**src/rtl/pc_fetch_pkg.sv**
```systemverilog
// Shared definitions for the pc_fetch instruction-fetch stage: state encoding,
// bubble word, reset vector default, stall-vector bit positions.
package pc_fetch_pkg;

   typedef enum logic {
      IDLE = 1'b0,
      WAIT = 1'b1
   } fetch_state_t;

   localparam logic [31:0] NOP_INST         = 32'h0000_0000;
   localparam logic [31:0] RESET_VECTOR_DEF = 32'hBFC0_0000;

   localparam int STALL_PC = 0;
   localparam int STALL_ID = 1;

   // Sequential fetch address; wraps modulo 2^32 by construction.
   function automatic logic [31:0] seq_pc(input logic [31:0] pc, input logic [31:0] step);
      return pc + step;
   endfunction

endpackage

```
**src/rtl/pc_fetch_hold.sv**
```systemverilog
// One-entry skid buffer holding an acknowledged {pc, inst} pair while the
// PC/ID register is stalled; clear has priority over load and drain.
module pc_fetch_hold
(
   input  logic        clk,
   input  logic        reset_n,
   input  logic        load,
   input  logic        drain,
   input  logic        clear,
   input  logic [31:0] load_pc,
   input  logic [31:0] load_inst,
   output logic        valid,
   output logic [31:0] pc,
   output logic [31:0] inst
);

   logic [63:0] data;

   always_ff @(posedge clk or negedge reset_n) begin
      if (!reset_n) begin
         valid <= 1'b0;
      end else if (clear) begin
         valid <= 1'b0;
      end else if (load) begin
         valid <= 1'b1;
      end else if (drain) begin
         valid <= 1'b0;
      end
   end

   // NOTE: the payload is qualified by valid, so it carries no reset and
   // lives in a separate clock-only process; only control state is reset.
   always_ff @(posedge clk) begin
      if (load) begin
         data <= {load_pc, load_inst};
      end
   end

   assign pc   = data[63:32];
   assign inst = data[31:0];

endmodule

```
**src/rtl/pc_fetch.sv**
```systemverilog
// Instruction-fetch stage: owns the PC, runs the im_req/im_ack handshake and
// feeds the PC/ID register. Optional counters under PC_FETCH_PERF_EN.
module pc_fetch
   import pc_fetch_pkg::*;
#(
   parameter logic [31:0] RESET_VECTOR = RESET_VECTOR_DEF,
   parameter logic [31:0] PC_STEP      = 32'd4
)
(
   input  logic        clk,
   input  logic        reset_n,
   input  logic [5:0]  pc_id_stall,
   input  logic        flush,
   input  logic [31:0] flush_pc,
   input  logic        id_branch_flag,
   input  logic [31:0] id_branch_target,
   output logic        im_req,
   output logic [31:0] im_addr,
   input  logic        im_ack,
   input  logic [31:0] im_rdata,
   output logic [31:0] pc_pc,
   output logic [31:0] pc_inst
`ifdef PC_FETCH_PERF_EN
  ,output logic [31:0] pc_fetch_cnt,
   output logic [31:0] pc_wait_cnt
`endif
);

   fetch_state_t state, state_nxt;
   logic [31:0]  pc, pc_nxt;
   logic         req_nxt;
   logic [31:0]  addr_nxt;
   logic         redir_pend, redir_pend_nxt;
   logic [31:0]  redir_target, redir_target_nxt;
   logic         discard, discard_nxt;

   logic         stall_pc, stall_id;
   logic         ack_edge, keep_data, branch_take, issue_ok;
   logic         hold_valid, hold_load, hold_drain;
   logic [31:0]  hold_pc, hold_inst;

   assign stall_pc    = pc_id_stall[STALL_PC];
   assign stall_id    = pc_id_stall[STALL_ID];
   assign ack_edge    = (state == WAIT) && im_ack;
   assign keep_data   = ack_edge && !discard && !flush;
   assign branch_take = id_branch_flag && !stall_pc;
   // Stall bits are nested, so an unstalled fetch also drains the buffer.
   assign issue_ok    = !stall_pc && (!hold_valid || !stall_id);
   assign hold_load   = keep_data && stall_id;
   assign hold_drain  = hold_valid && !stall_id;

   // NOTE: every always_comb output gets its hold value first so that no
   // path leaves a variable unassigned, which would infer a latch.
   always_comb begin
      state_nxt        = state;
      pc_nxt           = pc;
      req_nxt          = im_req;
      addr_nxt         = im_addr;
      redir_pend_nxt   = redir_pend;
      redir_target_nxt = redir_target;
      discard_nxt      = discard;

      if (state == IDLE) begin
         if (flush) begin
            pc_nxt = flush_pc;
         end else if (branch_take) begin
            pc_nxt = id_branch_target;
         end
         if (issue_ok) begin
            state_nxt = WAIT;
            req_nxt   = 1'b1;
            addr_nxt  = pc_nxt;
         end
      end else if (im_ack) begin
         if (flush) begin
            pc_nxt = flush_pc;
         end else if (redir_pend) begin
            pc_nxt = redir_target;
         end else if (branch_take) begin
            pc_nxt = id_branch_target;
         end else begin
            pc_nxt = seq_pc(pc, PC_STEP);
         end
         redir_pend_nxt = 1'b0;
         discard_nxt    = 1'b0;
         if (issue_ok) begin
            addr_nxt = pc_nxt;
         end else begin
            req_nxt   = 1'b0;
            state_nxt = IDLE;
         end
      end else begin
         // Request is in flight and cannot be withdrawn: park the redirect.
         if (flush) begin
            redir_pend_nxt   = 1'b1;
            redir_target_nxt = flush_pc;
            discard_nxt      = 1'b1;
         end else if (branch_take && !redir_pend) begin
            redir_pend_nxt   = 1'b1;
            redir_target_nxt = id_branch_target;
         end
      end
   end

   // NOTE: sequential state uses non-blocking assignments so all registers
   // sample the same pre-edge values regardless of statement order.
   always_ff @(posedge clk or negedge reset_n) begin
      if (!reset_n) begin
         state        <= IDLE;
         pc           <= RESET_VECTOR;
         im_req       <= 1'b0;
         im_addr      <= '0;
         redir_pend   <= 1'b0;
         redir_target <= '0;
         discard      <= 1'b0;
      end else begin
         state        <= state_nxt;
         pc           <= pc_nxt;
         im_req       <= req_nxt;
         im_addr      <= addr_nxt;
         redir_pend   <= redir_pend_nxt;
         redir_target <= redir_target_nxt;
         discard      <= discard_nxt;
      end
   end

   always_ff @(posedge clk or negedge reset_n) begin
      if (!reset_n) begin
         pc_pc   <= '0;
         pc_inst <= NOP_INST;
      end else if (flush) begin
         pc_inst <= NOP_INST;
      end else if (!stall_id) begin
         if (hold_valid) begin
            pc_pc   <= hold_pc;
            pc_inst <= hold_inst;
         end else if (keep_data) begin
            pc_pc   <= im_addr;
            pc_inst <= im_rdata;
         end else begin
            pc_inst <= NOP_INST;
         end
      end
   end

   pc_fetch_hold u_hold (
      .clk       (clk),
      .reset_n   (reset_n),
      .load      (hold_load),
      .drain     (hold_drain),
      .clear     (flush),
      .load_pc   (im_addr),
      .load_inst (im_rdata),
      .valid     (hold_valid),
      .pc        (hold_pc),
      .inst      (hold_inst)
   );

`ifdef PC_FETCH_PERF_EN
   always_ff @(posedge clk or negedge reset_n) begin
      if (!reset_n) begin
         pc_fetch_cnt <= '0;
         pc_wait_cnt  <= '0;
      end else begin
         if (keep_data && (pc_fetch_cnt != 32'hFFFF_FFFF)) begin
            pc_fetch_cnt <= pc_fetch_cnt + 32'd1;
         end
         if ((state == WAIT) && !im_ack && (pc_wait_cnt != 32'hFFFF_FFFF)) begin
            pc_wait_cnt <= pc_wait_cnt + 32'd1;
         end
      end
   end
`else
   // Counters are not built; the fetch datapath above is unchanged.
`endif

endmodule
```
**config.mk**
```make
export PLATFORM = sky130hd
export DESIGN_NAME = pc_fetch
export DESIGN_NICKNAME = d
export VERILOG_FILES = /design/src/rtl/pc_fetch_pkg.sv /design/src/rtl/pc_fetch_hold.sv /design/src/rtl/pc_fetch.sv
export SDC_FILE = /design/constraint.sdc
export NUM_CORES = 1
export LEC_CHECK = 0
export ABC_AREA = 1
export BUFFER_PORTS_ARGS = -buffer_cell sky130_fd_sc_hd__buf_2
export CORE_UTILIZATION = 56
export DETAILED_ROUTE_END_ITERATION = 8
export MAX_ROUTING_LAYER = met4
export PLACE_DENSITY = 0.8
export REMOVE_ABC_BUFFERS = 1
export SLEW_MARGIN = 20
export SYNTH_ARGS = -nofsm -noshare
export SYNTH_HDL_FRONTEND = slang
export SYNTH_HIERARCHICAL = 1
export SYNTH_SLANG_ARGS = --single-unit
```
**constraint.sdc**
```tcl
create_clock -name clk -period 5.2 [get_ports clk]
set_input_delay 1.04 -clock clk [delete_from_list [all_inputs] [get_ports clk]]
set_output_delay 1.04 -clock clk [all_outputs]
set_load 0.02 [all_outputs]
```
# Word-level counts from Yosys, hierarchy flattened
# Cells that the tools add are included.
totals:
  ff_bits: 229
  out_inout_bits: 97
classes:
  n_addsub: 1
  reduce_logical: 27
  eq_ne: 3
  n_mux: 34
  n_bitwise: 3
ops:
  columns: ["op", "count"]
  rows:
  - ["$mux W32", 19]
  - ["$add A32 B3 Y32 const B", 1]
  - ["$mux W1", 15]
  - ["$reduce_and A3 Y1", 3]
  - ["$logic_and A1 B1 Y1", 8]
  - ["$reduce_bool A2 Y1", 4]
  - ["$logic_not A1 Y1", 6]
  - ["$reduce_and A2 Y1", 3]
  - ["$reduce_bool A3 Y1", 2]
  - ["$ne A2 B2 Y1 const B", 2]
  - ["$not A1 Y1", 3]
  - ["$ne A2 B1 Y1 const B", 1]
  - ["$logic_or A1 B1 Y1", 1]

# Longest topological paths before layout
logic_depth:
  word_depth: 8
  depth_mapped: 13

# By module
# Netlist, hierarchy kept.
modules_own_cells:
  columns: ["module", "seq_area_each_um2", "area_each_um2", "cells_per_inst", "instances"]
  rows:
  - ["pc_fetch", 4115.2, 9308.9, 1361, 1]
  - ["pc_fetch_hold", 1946.9, 1966.9, 69, 1]

# Least setup slack after synthesis
# No wires, ideal clock.
synth_path:
  path_kind: "input to register"
  from: "in flush"
  to: "reg u_hold.valid"
  stages: 7
  t_required_ps: 5120
  path_buffers: 2
  setup_time_ps: 80
  path_slack_ps: 414
  t_arrival_ps: 4707
  path_cell_list: "buf_2 > inv_2 > nand2_2 > clkbuf_1 > nor2_1 > inv_1 > a21oi_2"
synth_via:
  elab_chain_cells: 5
  word_cells_on_any_way: 6
  cone_classes: "2 x mux; 4 x reduce/logical"
synth_lines:
  columns: ["item", "line", "text"]
  rows:
  - ["start: declaration", "pc_fetch.sv:13", "input logic flush,"]
  - ["$logic_not A1 Y1 (*)", "pc_fetch.sv:45", "assign keep_data = ack_edge && !discard && !flush;"]
  - ["$logic_and A1 B1 Y1 (*)", "pc_fetch.sv:45", null]
  - ["$logic_and A1 B1 Y1 (*)", "pc_fetch.sv:49", "assign hold_load = keep_data && stall_id;"]
  - ["net hold_load", "pc_fetch.sv:39", "logic hold_valid, hold_load, hold_drain;"]
  - ["$mux W1", "pc_fetch_hold.sv:24", "end else if (load) begin"]
  - ["$mux W1", "pc_fetch_hold.sv:22", "end else if (clear) begin"]
  - ["end signal: assignment", "pc_fetch_hold.sv:21", "valid <= 1'b0;"]
  - ["end signal: assignment", "pc_fetch_hold.sv:23", "valid <= 1'b0;"]
  - ["end signal: assignment", "pc_fetch_hold.sv:25", "valid <= 1'b1;"]
  - ["end: declaration", "pc_fetch_hold.sv:12", "output logic valid,"]
# The timed path passes the listed nets; every way through them passes the cells marked *.
# A chain may end at the register's enable or synchronous reset.

# Final worst setup path
layout_path:
  from: "in flush"
  to: "reg redir_target[15]"
layout_via:
  elab_chain_cells: 2
  word_cells_on_any_way: 3
  cone_classes: "1 x mux; 2 x reduce/logical"
layout_lines:
  columns: ["item", "line", "text"]
  rows:
  - ["$reduce_bool A2 Y1 (no source line)", null, null]
  - ["$reduce_and A3 Y1 (no source line)", null, null]
  - ["end signal: assignment", "pc_fetch.sv:122", "redir_target <= redir_target_nxt;"]
  - ["end: declaration", "pc_fetch.sv:34", "logic [31:0] redir_target, redir_target_nxt;"]
# Parallel ways exist; a longest one is shown, timed or not.

==> impl_results.md <==
* Pwr/cell area at 390 nW/um^2
* Hold buffers post-CTS at 0
* Yosys reg bits at 229
* Final worst path period share at 55.9%
* VDD IR max at 252 uV
* Synth Instances at 1430
* Rel. slew slack at 28.9%
* CTS clock-pin slew for the worst setup and hold paths at 0.06 ns
* CP arrival at 3.26 ns
* Mean Syn Cell Area at 7.89 sq um
* Nets@finish at 1700
* Worst EP required at 5.55 ns
* Maximum clock frequency at 344 MHz
* Site row count at 51
* P&R area growth vs syn at 17.0%
* Synth Flop Type: dfrtp_1
* Final Util at 67.4%
* CP bufs+invs at 4
* TritonCTS clock tree: done
* Vias/cell at 5.47
* First-pass GRT wire length at 48000 um
* Top post-synthesis cells by area: dfrtp_1, nand2_1, edfxtp_1
* Async S/R FF share, synth at 72.1%
* Detail Placement HPWL at 19300 um
* HP Class: flip-flop to flip-flop
* Unrepaired setup endpoints after global routing: false
* Ports at 204
* Crit path cell chain: buf_2 > inv_2 > buf_4 > o21ai_0 > nand2_1 > clkinv_1 > nor2_1 > a31oi_1
* Core footprint at 19600 sq um
* Top-area cell type share of the netlist area at 34.6%
* Antenna Nets Post-Route at 0
* Root Driver: clkbuf_16
* Initial antenna violation count at 0
* CP max stage delay at 0.78 ns
* Number of setup buffers added after CTS at 0
* Final setup fails at 0
* Fillers at 1668
* Slowest cell on the critical path: clkinv_1
* Antenna Cells at 0
* Die X at 144 um
* Vias at 10300
* Final min period at 2.91 ns
* H-tree Lvls at 1
* Worst-Skew Late Latency at 0.52 ns
* Max Cap Violations at 0
* EDFF count, synth at 64
* Die ar. at 20700 sq um
* Max Root-Sink Buffers at 3
* Distinct cells, synth at 32
* Max Fanout on Critical Path at 40
* Ys Warns at 6
* Die Y at 144 um
* Slew Limit Fails at 0
* Mapped Area at 11300 sq um
* DP Worst Slack at 1.80 ns
* Sequential fraction of the synthesis area at 53.8%
* Setup CP Type: primary input to flip-flop
* Measured slew at the worst slew-check pin at 1.07 ns
* Final GP Congestion at 0.909
* Cell accounting for the most synthesized area: dfrtp_1
* Global route overflow at 0
* Setup WS post-layout at 2.29 ns
* Share of layout cells above drive strength 1 at 17.0%
* Final Hold Viols at 0
* PostCTS Resize Cnt at 0
* Crit end category: flip-flop
* Starting Density at 57.6%
* DRC errors left at 0
* DRT Pass-1 Iters at 6
* Vias in the first global route at 9583
* Outcome: completed
* Wirelength per Cell at 16.0 um
* Clock Sinks at 229
* Clk_skew at 0.0112 ns
* Lkg Pwr at 6.54 nW
* Tot GR Track Use at 30.3%
* Total CTS buffers at 25
* DRT iter0 DRCs at 978
* Port Buffers at 199
* Drt total wl at 30100 um
* Family with the most delay on the worst path: buffers and inverters
* Critical Path Source Type: primary input
* Largest net degree at the start of global routing at 96
synthesized netlist by cell type (3+ instances only):
cell,instances
o211ai_1,4
buf_1,12
nor2_2,5
nand4_1,15
edfxtp_1,64
nor2_1,147
nand3b_1,15
a21oi_1,38
nand3_1,96
clkbuf_1,49
dfrtp_1,156
nor3_1,4
buf_6,3
nand2_1,539
o221ai_1,8
inv_1,84
a31oi_1,58
o21ai_0,88
dfstp_2,9
buf_2,17
a21boi_0,4
routing by layer:
metal	share of wire (%)	vias to the layer above	track usage, %
li1	-	4998	-
met1	43	4819	41.1
met2	47	409	48.9
met3	7.8	45	3.80
met4	1.6	0	6.77
met5	0	-	-
cell type report:
type,instances,area [sq um],share of cell area [%]
Sequential cell,229,6060,46.0
Multi-Input combinational cell,1032,4550,34.4
Timing Repair Buffer,216,1140,8.66
Clock buffer,38,716,5.42
Tap cell,265,332,2.51
Inverter,88,330,2.50
Clock inverter,8,66.3,0.503
cells in the final DEF (no fill, tap or decap), drive strengths merged:
cell	n
o221ai	8
nand3	96
dfstp	9
nor2	152
ha	1
xor2	1
clkbuf	38
a31oi	58
a211oi	1
nand2	541
nand4	15
bufinv	1
edfxtp	64
o21bai	2
o21ai	89
clkinv	8
xnor2	1
o31ai	1
nor3	4
nand3b	15
buf	216
o211ai	4
a21boi	4
dfrtp	156
inv	87
a21oi	39
power breakdown:
part           internal [mW]  switching [mW]
Combinational          0.374           0.745
Clock                  0.998           0.701
Sequential              2.13           0.198
state kept, by name, summed over array words and instances (netlist names):
signal	flops
discard	1
im_addr	32
im_req	1
pc	32
pc_inst	32
pc_pc	32
redir_pend	1
redir_target	32
state	1
u_hold/data	64
u_hold/valid	1
through the flow:
step / power, mW / std cells / hold WS (ns) / cell area (sq um) / setup TNS, ns
after floorplan: 3.02 / 1349 / 0.448 / 10900 / -26.65
after global placement: 3.43 / 1830 / 0.463 / 12400 / 0
after detailed placement: 3.47 / 1830 / 0.472 / 12400 / 0
after CTS: 5.17 / 1876 / 0.481 / 13200 / 0
after global routing: 5.40 / 1876 / 0.495 / 13200 / 0
final: 5.15 / 1876 / 0.485 / 13200 / 0
kinds of logic after synthesis:
family | Yosys count | synth area share, %
and+or+nand+nor | 823 | 29.5
DFF | 229 | 53.8
AOI/OAI and AO/OA | 206 | 10.5
buffers and inverters | 169 | 6.01
xor gates and xnor gates | 2 | 0.155
adders and majority gates | 1 | 0.111
path summary, 6_finish.rpt:
kind,from,end,slack [ns],cells past startpoint
worst max-delay path,flush,redir_target[15]$_DFFE_PN0P_,2.29,8
worst min-delay path,pc[25]$_DFFE_PN1P_,pc[25]$_DFFE_PN1P_,0.48,2
worst max register to register,state$_DFF_PN0_,pc_pc[26]$_DFFE_PN0P_,2.54,7
worst min register to register,pc[25]$_DFFE_PN1P_,pc[25]$_DFFE_PN1P_,0.48,2
max in group asynchronous,reset_n,pc[31]$_DFFE_PN1P_,3.69,2
min in group asynchronous,reset_n,redir_target[22]$_DFFE_PN0P_,0.61,1
tightest hold or removal path: stages (launching register included):
cell and delay [ns]:
dfstp_2 0.38, nand2_1 0.06, nand2_1 0.05
Note: power is estimated with default switching activity, not from simulation.
